[src/rtl/load_store_unit.sv]
//==============================================================================
// load_store_unit
// Load/store unit between the core and a 1 KiB big-endian data_memory32.
// Optional macro LSU_MISALIGN_SPLIT_EN: split misaligned accesses into byte accesses.
// Revision: 1.0
//==============================================================================
`default_nettype none

module load_store_unit (
    input  logic        clk,
    input  logic        rst,
    input  logic        req_valid,
    output logic        req_ready,
    input  logic        req_write,
    input  logic [31:0] req_addr,
    input  logic [31:0] req_wdata,
    input  logic [2:0]  req_mode,
    output logic        resp_valid,
    output logic [31:0] resp_rdata,
    output logic        resp_error,
    output logic        mem_we,
    output logic [31:0] mem_addr,
    output logic [31:0] mem_wdata,
    output logic [2:0]  mem_mode,
    input  logic [31:0] mem_rdata
);

    typedef enum logic [1:0] {
        S_IDLE   = 2'd0,
        S_ACCESS = 2'd1,
        S_SPLIT  = 2'd2,
        S_RESP   = 2'd3
    } state_t;

    localparam logic [32:0] c_ADDR_MAX = 33'd1023;

    state_t      r_state;
    state_t      w_next;

    logic        r_write;
    logic [31:0] r_addr;
    logic [31:0] r_wdata;
    logic [2:0]  r_mode;
    logic [1:0]  r_cnt;
    logic [31:0] r_acc;

    logic [2:0]  w_size;
    logic [2:0]  w_rsize;
    logic [32:0] w_end;
    logic        w_invalid;
    logic        w_oor;
    logic        w_misal;
    logic        w_req_err;
    logic        w_accept;
    logic        w_last;
    logic [1:0]  w_bidx;
    logic [7:0]  w_split_byte;
    logic [31:0] w_acc_next;

    function automatic logic [2:0] f_size(input logic [2:0] m);
        case (m[1:0])
            2'b00:   f_size = 3'd1;
            2'b01:   f_size = 3'd2;
            default: f_size = 3'd4;
        endcase
    endfunction

    function automatic logic [31:0] f_extend(input logic [31:0] d, input logic [2:0] m);
        case (m)
            3'b000:  f_extend = {{24{d[7]}}, d[7:0]};
            3'b001:  f_extend = {{16{d[15]}}, d[15:0]};
            3'b100:  f_extend = {24'd0, d[7:0]};
            3'b101:  f_extend = {16'd0, d[15:0]};
            default: f_extend = d;
        endcase
    endfunction

    // Request classification on the incoming (not yet latched) fields
    assign w_size    = f_size(req_mode);
    assign w_end     = {1'b0, req_addr} + {30'd0, w_size} - 33'd1;
    assign w_invalid = (req_mode[1:0] == 2'b11) || (req_mode == 3'b110) || (req_write && req_mode[2]);
    assign w_oor     = (w_end > c_ADDR_MAX);
    assign w_misal   = ((req_mode[1:0] == 2'b01) && req_addr[0]) ||
                       ((req_mode[1:0] == 2'b10) && (req_addr[1:0] != 2'b00));
`ifdef LSU_MISALIGN_SPLIT_EN
    assign w_req_err = w_invalid || w_oor;
`else
    assign w_req_err = w_invalid || w_oor || w_misal;
`endif

    assign req_ready = (r_state == S_IDLE) && !rst;
    assign w_accept  = req_valid && req_ready;

    // Split stores walk the right-aligned data from its most significant byte down
    assign w_rsize    = f_size(r_mode);
    assign w_bidx     = w_rsize[1:0] - 2'd1 - r_cnt;
    assign w_last     = ({1'b0, r_cnt} == (w_rsize - 3'd1));
    assign w_acc_next = {r_acc[23:0], mem_rdata[7:0]};

    always_comb begin
        case (w_bidx)
            2'd0:    w_split_byte = r_wdata[7:0];
            2'd1:    w_split_byte = r_wdata[15:8];
            2'd2:    w_split_byte = r_wdata[23:16];
            default: w_split_byte = r_wdata[31:24];
        endcase
    end

    always_ff @(posedge clk) begin
        if (rst) begin
            r_state <= S_IDLE;
        end else begin
            r_state <= w_next;
        end
    end

    always_comb begin
        w_next    = r_state;
        mem_we    = 1'b0;
        mem_addr  = 32'd0;
        mem_wdata = 32'd0;
        mem_mode  = 3'd0;
        case (r_state)
            S_IDLE: begin
                if (w_accept) begin
                    if (w_req_err) begin
                        w_next = S_RESP;
                    end else if (w_misal) begin
                        w_next = S_SPLIT;
                    end else begin
                        w_next = S_ACCESS;
                    end
                end
            end
            S_ACCESS: begin
                mem_we    = r_write;
                mem_addr  = r_addr;
                mem_wdata = r_wdata;
                mem_mode  = r_mode;
                w_next    = S_RESP;
            end
            S_SPLIT: begin
                mem_we    = r_write;
                mem_addr  = r_addr + {30'd0, r_cnt};
                mem_wdata = {24'd0, w_split_byte};
                mem_mode  = r_write ? 3'b000 : 3'b100;
                if (w_last) begin
                    w_next = S_RESP;
                end
            end
            default: begin
                w_next = S_IDLE;
            end
        endcase
        // Reset must cut a store off even in the cycle it would have written
        if (rst) begin
            mem_we    = 1'b0;
            mem_addr  = 32'd0;
            mem_wdata = 32'd0;
            mem_mode  = 3'd0;
        end
    end

    always_ff @(posedge clk) begin
        if (rst) begin
            resp_valid <= 1'b0;
            resp_error <= 1'b0;
            resp_rdata <= 32'd0;
            r_write    <= 1'b0;
            r_addr     <= 32'd0;
            r_wdata    <= 32'd0;
            r_mode     <= 3'd0;
            r_cnt      <= 2'd0;
            r_acc      <= 32'd0;
        end else begin
            resp_valid <= 1'b0;
            case (r_state)
                S_IDLE: begin
                    if (w_accept) begin
                        r_write <= req_write;
                        r_addr  <= req_addr;
                        r_wdata <= req_wdata;
                        r_mode  <= req_mode;
                        r_cnt   <= 2'd0;
                        r_acc   <= 32'd0;
                        if (w_req_err) begin
                            resp_valid <= 1'b1;
                            resp_error <= 1'b1;
                            resp_rdata <= 32'd0;
                        end
                    end
                end
                S_ACCESS: begin
                    resp_valid <= 1'b1;
                    resp_error <= 1'b0;
                    resp_rdata <= r_write ? 32'd0 : f_extend(mem_rdata, r_mode);
                end
                S_SPLIT: begin
                    r_cnt <= r_cnt + 2'd1;
                    r_acc <= w_acc_next;
                    if (w_last) begin
                        resp_valid <= 1'b1;
                        resp_error <= 1'b0;
                        resp_rdata <= r_write ? 32'd0 : f_extend(w_acc_next, r_mode);
                    end
                end
                default: begin
                end
            endcase
        end
    end

endmodule

`default_nettype wire

[config.mk]
export PLATFORM = sky130hd
export DESIGN_NAME = load_store_unit
export DESIGN_NICKNAME = d
export VERILOG_FILES = /design/src/rtl/load_store_unit.sv
export SDC_FILE = /design/constraint.sdc
export NUM_CORES = 1
export LEC_CHECK = 0
export CAP_MARGIN = 30
export CORE_ASPECT_RATIO = 1.25
export CORE_UTILIZATION = 35
export CTS_BUF_LIST = sky130_fd_sc_hd__clkbuf_8
export DETAILED_ROUTE_END_ITERATION = 10
export GPL_ROUTABILITY_DRIVEN = 0
export PLACE_DENSITY = 0.63
export SLEW_MARGIN = 20
export SYNTH_ARGS = -nofsm -noshare
export SYNTH_HDL_FRONTEND = slang
export SYNTH_SLANG_ARGS = --single-unit
[constraint.sdc]
create_clock -name clk -period 3.7 [get_ports clk]
set_clock_uncertainty 0.15 [all_clocks]
set_input_delay 0.37 -clock clk [delete_from_list [all_inputs] [get_ports clk]]
set_output_delay 0.37 -clock clk [all_outputs]
set_load 0.02 [all_outputs]
==> Yosys cells after proc, flatten, opt, wreduce, memory -nomap -nowiden <==
Cells that the tools add are included.
Widths: inputs -> output; s select.
{ "word_totals": {"output_inout_bits": 103, "word_cells": 95, "input_bits": 103, "regBits": 130} }
{ "classes": {"eq_ne": 16, "n_lt_le_gt_ge": 1, "n_reduce_logical": 24, "n_mux": 37, "addsub": 7} }
{ "ops": {"columns": ["op", "count"], "rows": [
  ["$pmux 32 s4", 2],
  ["$mux 32", 7],
  ["$pmux 32 s2", 2],
  ["$pmux 32 s3", 1],
  ["$pmux 24 s2", 1],
  ["$add 32x3->33", 1],
  ["$gt 33x10->1 const B", 1],
  ["$sub 33x1->33 const B", 1],
  ["$add 32x2->32", 1],
  ["$mux 24", 1],
  ["$pmux 8 s3", 1],
  ["$pmux 3 s2", 3],
  ["$mux 2", 5],
  ["$eq 3x3->1 const B", 3],
  ["$eq 2x1->1 const B", 4],
  ["$eq 2x2->1 const B", 4],
  ["$logic_not 2->1", 4],
  ["$mux 1", 8],
  ["$mux 3", 2],
  ["$ne 2x2->1 const B", 3],
  ["$pmux 1 s3", 2],
  ["$pmux 2 s3", 1],
  ["$reduce_and 2->1", 3],
  ["$logic_and 1x1->1", 5],
  ["other kinds (14)", 19]
]} }

==> Longest topological paths before layout <==
{ "depth": {"word_depth": 10, "ltp_mapped": 18} }

==> Least setup slack after synthesis <==
OpenSTA, ideal clock, no wires.
{ "synth_path": {"path_type": "input to register", "start": "input port req_mode[1]", "end": "register resp_error", "slack_ps": -310, "arrival_ps": 3739, "setup_ps": 121, "cell_stages": 18, "n_path_buf": 2, "path_cell_list": "inv_1 -> nand2_1 -> ha_1 -> inv_1 -> ha_1 -> fa_1 -> a211oi_1 -> o21ai_1 -> a21boi_1 -> o21bai_1 -> mux2i_1 -> a311o_1 -> or4_1 -> nor4_2 -> a211o_1 -> buf_6 -> buf_12 -> mux2_4"} }
{ "synth_via": {"elab_chain_cells": 9} }
{ "synth_rtl": {"columns": ["item", "line", "rtl"], "rows": [
  ["start, declared", "17", "input logic [2:0] req_mode,"],
  ["$eq 2x1->1 / $logic_not 2->1 (equally long branches)", "61, 83", null],
  ["$pmux 3 s2", "61", "case (m[1:0])"],
  ["$add 32x3->33", "80", "assign w_end = {1'b0, req_addr} + {30'd0, w_size} - 33'd1;"],
  ["$sub 33x1->33", "80", null],
  ["$gt 33x10->1", "82", "assign w_oor = (w_end > c_ADDR_MAX);"],
  ["$logic_or 1x1->1", "88", "assign w_req_err = w_invalid || w_oor || w_misal;"],
  ["$logic_or 1x1->1 *", "88", null],
  ["$ne 2x2->1 (no source line) *", null, null],
  ["$reduce_and 4->1 (no source line) *", null, null],
  ["end signal, assigned", "167", "resp_error <= 1'b0;"],
  ["end signal, assigned", "188", "resp_error <= 1'b1;"],
  ["end signal, assigned", "195", "resp_error <= 1'b0;"],
  ["end, declared", "20", "output logic resp_error,"]
]} }
Every way passes the cells marked *; elsewhere a longest branch is shown, timed or not.
A chain may end at the register's enable or synchronous reset.

==> Worst setup path after layout <==
{ "layout_path": {"start": "input port req_mode[1]", "end": "register resp_rdata[14]"} }
{ "layout_via": {"elab_chain_cells": 9} }
{ "layout_rtl": {"columns": ["item", "line", "rtl"], "rows": [
  ["$eq 2x1->1 / $logic_not 2->1 (equally long branches)", "61, 83", null],
  ["$pmux 3 s2", "61", null],
  ["$add 32x3->33", "80", null],
  ["$sub 33x1->33", "80", null],
  ["$gt 33x10->1", "82", null],
  ["$logic_or 1x1->1", "88", null],
  ["$logic_or 1x1->1 *", "88", null],
  ["$ne 2x2->1 (no source line) *", null, null],
  ["$reduce_and 4->1 (no source line) *", null, null],
  ["end signal, assigned", "196", "resp_rdata <= r_write ? 32'd0 : f_extend(mem_rdata, r_mode);"],
  ["end signal, assigned", "204", "resp_rdata <= r_write ? 32'd0 : f_extend(w_acc_next, r_mode);"],
  ["end, declared", "19", "output logic [31:0] resp_rdata,"]
]} }
Marked as above.

==> impl_metrics.tcl <==
set metrics [dict create \
    status "finished with violations" \
    synth-simple-area-share 0.247 \
    cts-buffers-inserted 17 \
    placementRows 65 \
    worstPathArrival_ns 4.06 \
    syn_avg_cell_area_um2 7.57 \
    yosys-top-cells-area "dfxtp_1, o21ai_0, ha_1, a21oi_1, nand2_1" \
    synth_edf_count 0 \
    drive_gt1_frac 0.259 \
    fin_crit_ns 3.88 \
    rsz0062_at_grt "true" \
    clk_latency_ns 0.44 \
    hold_class "primary input to flip-flop" \
    p_per_area_nw_per_um2 443 \
    num-fill-cells 2379 \
    final_cell_mix "buf_4, clkdlybuf4s50_1, o21ai_0" \
    hpwl_um 22700 \
    final_hold_viol_count 0 \
    crit_type "primary input to flip-flop" \
    cts_root_buffer "clkbuf_8" \
    area_growth_pct 54.0 \
    p_leak_nw 5.64 \
    worst-endpoint-required_ns 3.89 \
    slew_headroom 0.418 \
    grt_use_total 0.240 \
    r2r-start "r_mode[0]" \
    viasPerCell 5.41 \
    dieArea_um2 26700 \
    synth.largest_area_cell "dfxtp_1" \
    synth_top_area_share 0.285 \
    drt_iter0_drc 662 \
    yosys_warnings 0 \
    drv_slew 0 \
    ant_nets 0 \
    hold_ws_ns 0.155 \
    drt-total-wl_um 32400 \
    syn_area_um2 9120 \
    die_y_um 183 \
    grt_pass1_wl_um 51600 \
    die_w_um 146 \
    yosysSeqAreaShare 0.285 \
    final_core_util 0.552 \
    cts_hold_buf 0 \
    grt-ovfl-total 0 \
    initial_core_util 0.358 \
    synth_cell_types 75 \
    ys_ff_latch 130 \
    clk_pin_slew_ns 0.09 \
    reg2reg_setup_slack_ns 0.58 \
    synth.area.mux_share 0.0520 \
    yosys.area_share.adder 0.0634 \
    portBuffers 205 \
    synth-xor-area-share 0.0144 \
    synthArstFlopShare 0 \
    worstHoldStart "req_addr[1]" \
    layout_commonest_cell "buf_4" \
    routedWlPerCell_um 17.0 \
    dr.pass1.iters 6 \
    cp-end-kind "flip-flop" \
    violations "setup timing" \
    worstMarginPinSlew_ns 0.871 \
    synth_top_family_by_area "compound AO/OA/AOI/OAI gates" \
    final_nets 1709 \
    synthFlopType "dfxtp_1" \
    cts_buffer_depth 2 \
    synth_cells 1205 \
    drc 0 \
    r2r_end "resp_rdata[14]" \
    max-cap-violations 0 \
    holdPathStages 3 \
    cts.htree.levels 4 \
    critPathMaxFanout 5 \
    vias 10300 \
    core_um2 25500 \
    fin_crit_sh 1.05 \
    syn_nets 1353 \
    fmax_mhz 258 \
    critPathLaunchType "primary input" \
    grt_max_degree 68 \
    finalSetupViolCount 27 \
    pin_count 206 \
    antenna_found_initial 0 \
    cts_tree "built" \
    clock-sinks 130 \
    r2r_cells 9 \
    whs_endpoint "r_addr[1]" \
    setup_slack_ns -0.179 \
    synth-compound-area-share 0.268 \
    peakVddDrop_mv 0.234 \
    grt_pass1_vias 9975 \
]
-- worst max-delay path by stage --
stage | startpoint | end | depth (start not counted)
floorplan | req_mode[0] | resp_error | 17
detailed placement | req_mode[1] | resp_rdata[6] | 19
finish | req_mode[1] | resp_rdata[14] | 19
CTS | req_mode[1] | resp_rdata[14] | 20
global route | req_mode[1] | resp_rdata[14] | 20
global placement | req_mode[1] | resp_rdata[8] | 18
-- cells in the mapped netlist, drive strengths merged, types with 5 or more instances --
library cell	number
a311o	10
nand3b	45
nor3	12
a211oi	16
o21a	12
nand2b	66
and3	40
buf	18
nand4	16
a21o	10
a31oi	10
mux2i	32
clkbuf	83
o21ai	149
and4	5
or3	5
dfxtp	130
o211ai	5
a22oi	29
a311oi	12
ha	43
nand2	121
a21oi	96
xor2	6
xnor2	9
nor2b	10
inv	51
nand3	11
a22o	16
or2	6
nor2	69
nor4	5
mux2	12
-- sequential cells by signal (all words and copies together), names as in the netlist --
| register | cells |
|---|---|
| r_acc | 24 |
| r_addr | 32 |
| r_cnt | 2 |
| r_mode | 3 |
| r_state | 2 |
| r_wdata | 32 |
| r_write | 1 |
| resp_error | 1 |
| resp_rdata | 32 |
| resp_valid | 1 |
-- through the flow --
| step | std cells | cell area, µm² | power (W) | worst slack, ns | setup TNS [ns] |
|---|---|---|---|---|---|
| after floorplan | 1205 | 9160 | 0.00355 | -0.308 | -5.93 |
| after global placement | 1828 | 12600 | 0.00457 | -1.08 | -39.96 |
| after detailed placement | 1828 | 12600 | 0.00460 | -1.21 | -43.99 |
| after CTS | 1908 | 13900 | 0.00623 | -0.0749 | -0.302 |
| after global routing | 1909 | 14000 | 0.00661 | -0.286 | -7.27 |
| final | 1910 | 14100 | 0.00622 | -0.179 | -2.46 |
-- cell families (layout without fill, tap and decap cells) --
kind of cell | count (synthesis) | count (layout)
flip-flops | 130 | 130
AND/OR/NAND/NOR | 424 | 424
multiplexers | 44 | 44
adder cells (fa/ha/maj) | 45 | 45
AO/OA/AOI/OAI | 394 | 394
buffers and inverters | 153 | 521
XOR/XNOR | 15 | 16
other | 0 | 1
-- critical path, cell delays in order --
cell	delay, ns
buf_12	0.11
clkinv_8	0.04
nand2_4	0.04
ha_4	0.28
inv_4	0.04
ha_4	0.16
fa_2	0.38
a211oi_2	0.24
o21ai_2	0.13
a21boi_2	0.20
o21bai_1	0.10
mux2i_1	0.13
a311o_1	0.31
or4_4	0.56
nor4_4	0.21
a211o_4	0.25
buf_12	0.14
buf_6	0.09
mux2_4	0.28
-- repair_timing --
| action | CTS | global route |
|---|---|---|
| pin swaps | 56 | 20 |
| gates cloned | 3 | 0 |
| buffers inserted | 45 | 3 |
| gates resized for setup | 205 | 51 |
| endpoints found under the setup margin | 63 | 50 |
-- where the power goes --
group          switching (W)  leakage (nW)  internal (W)
clock               0.000695         0.187      0.000496
combinational        0.00177          4.39       0.00146
sequential          0.000193          1.06       0.00162
total                0.00265          5.64       0.00357
-- metal layers --
metal | vias up | global-route usage | routed length, µm
li1 | 5036 | - | -
met1 | 4935 | 0.279 | 13700
met2 | 291 | 0.443 | 16600
met3 | 65 | 0.0298 | 1140
met4 | 0 | 0.0967 | 929
met5 | - | 0 | 0
-- area by class of cell --
class | count | area, µm² | share of cell area
clock buffer | 17 | 234 | 0.0167
timing repair buffer | 437 | 3850 | 0.274
multi-input combinational | 923 | 6590 | 0.469
sequential | 130 | 2610 | 0.186
tap | 335 | 419 | 0.0298
antenna | 1 | 2.50 | 0.000178
clock inverter | 15 | 138 | 0.00980
inverter | 52 | 210 | 0.0150
Note: power is estimated with default switching activity, not from simulation.
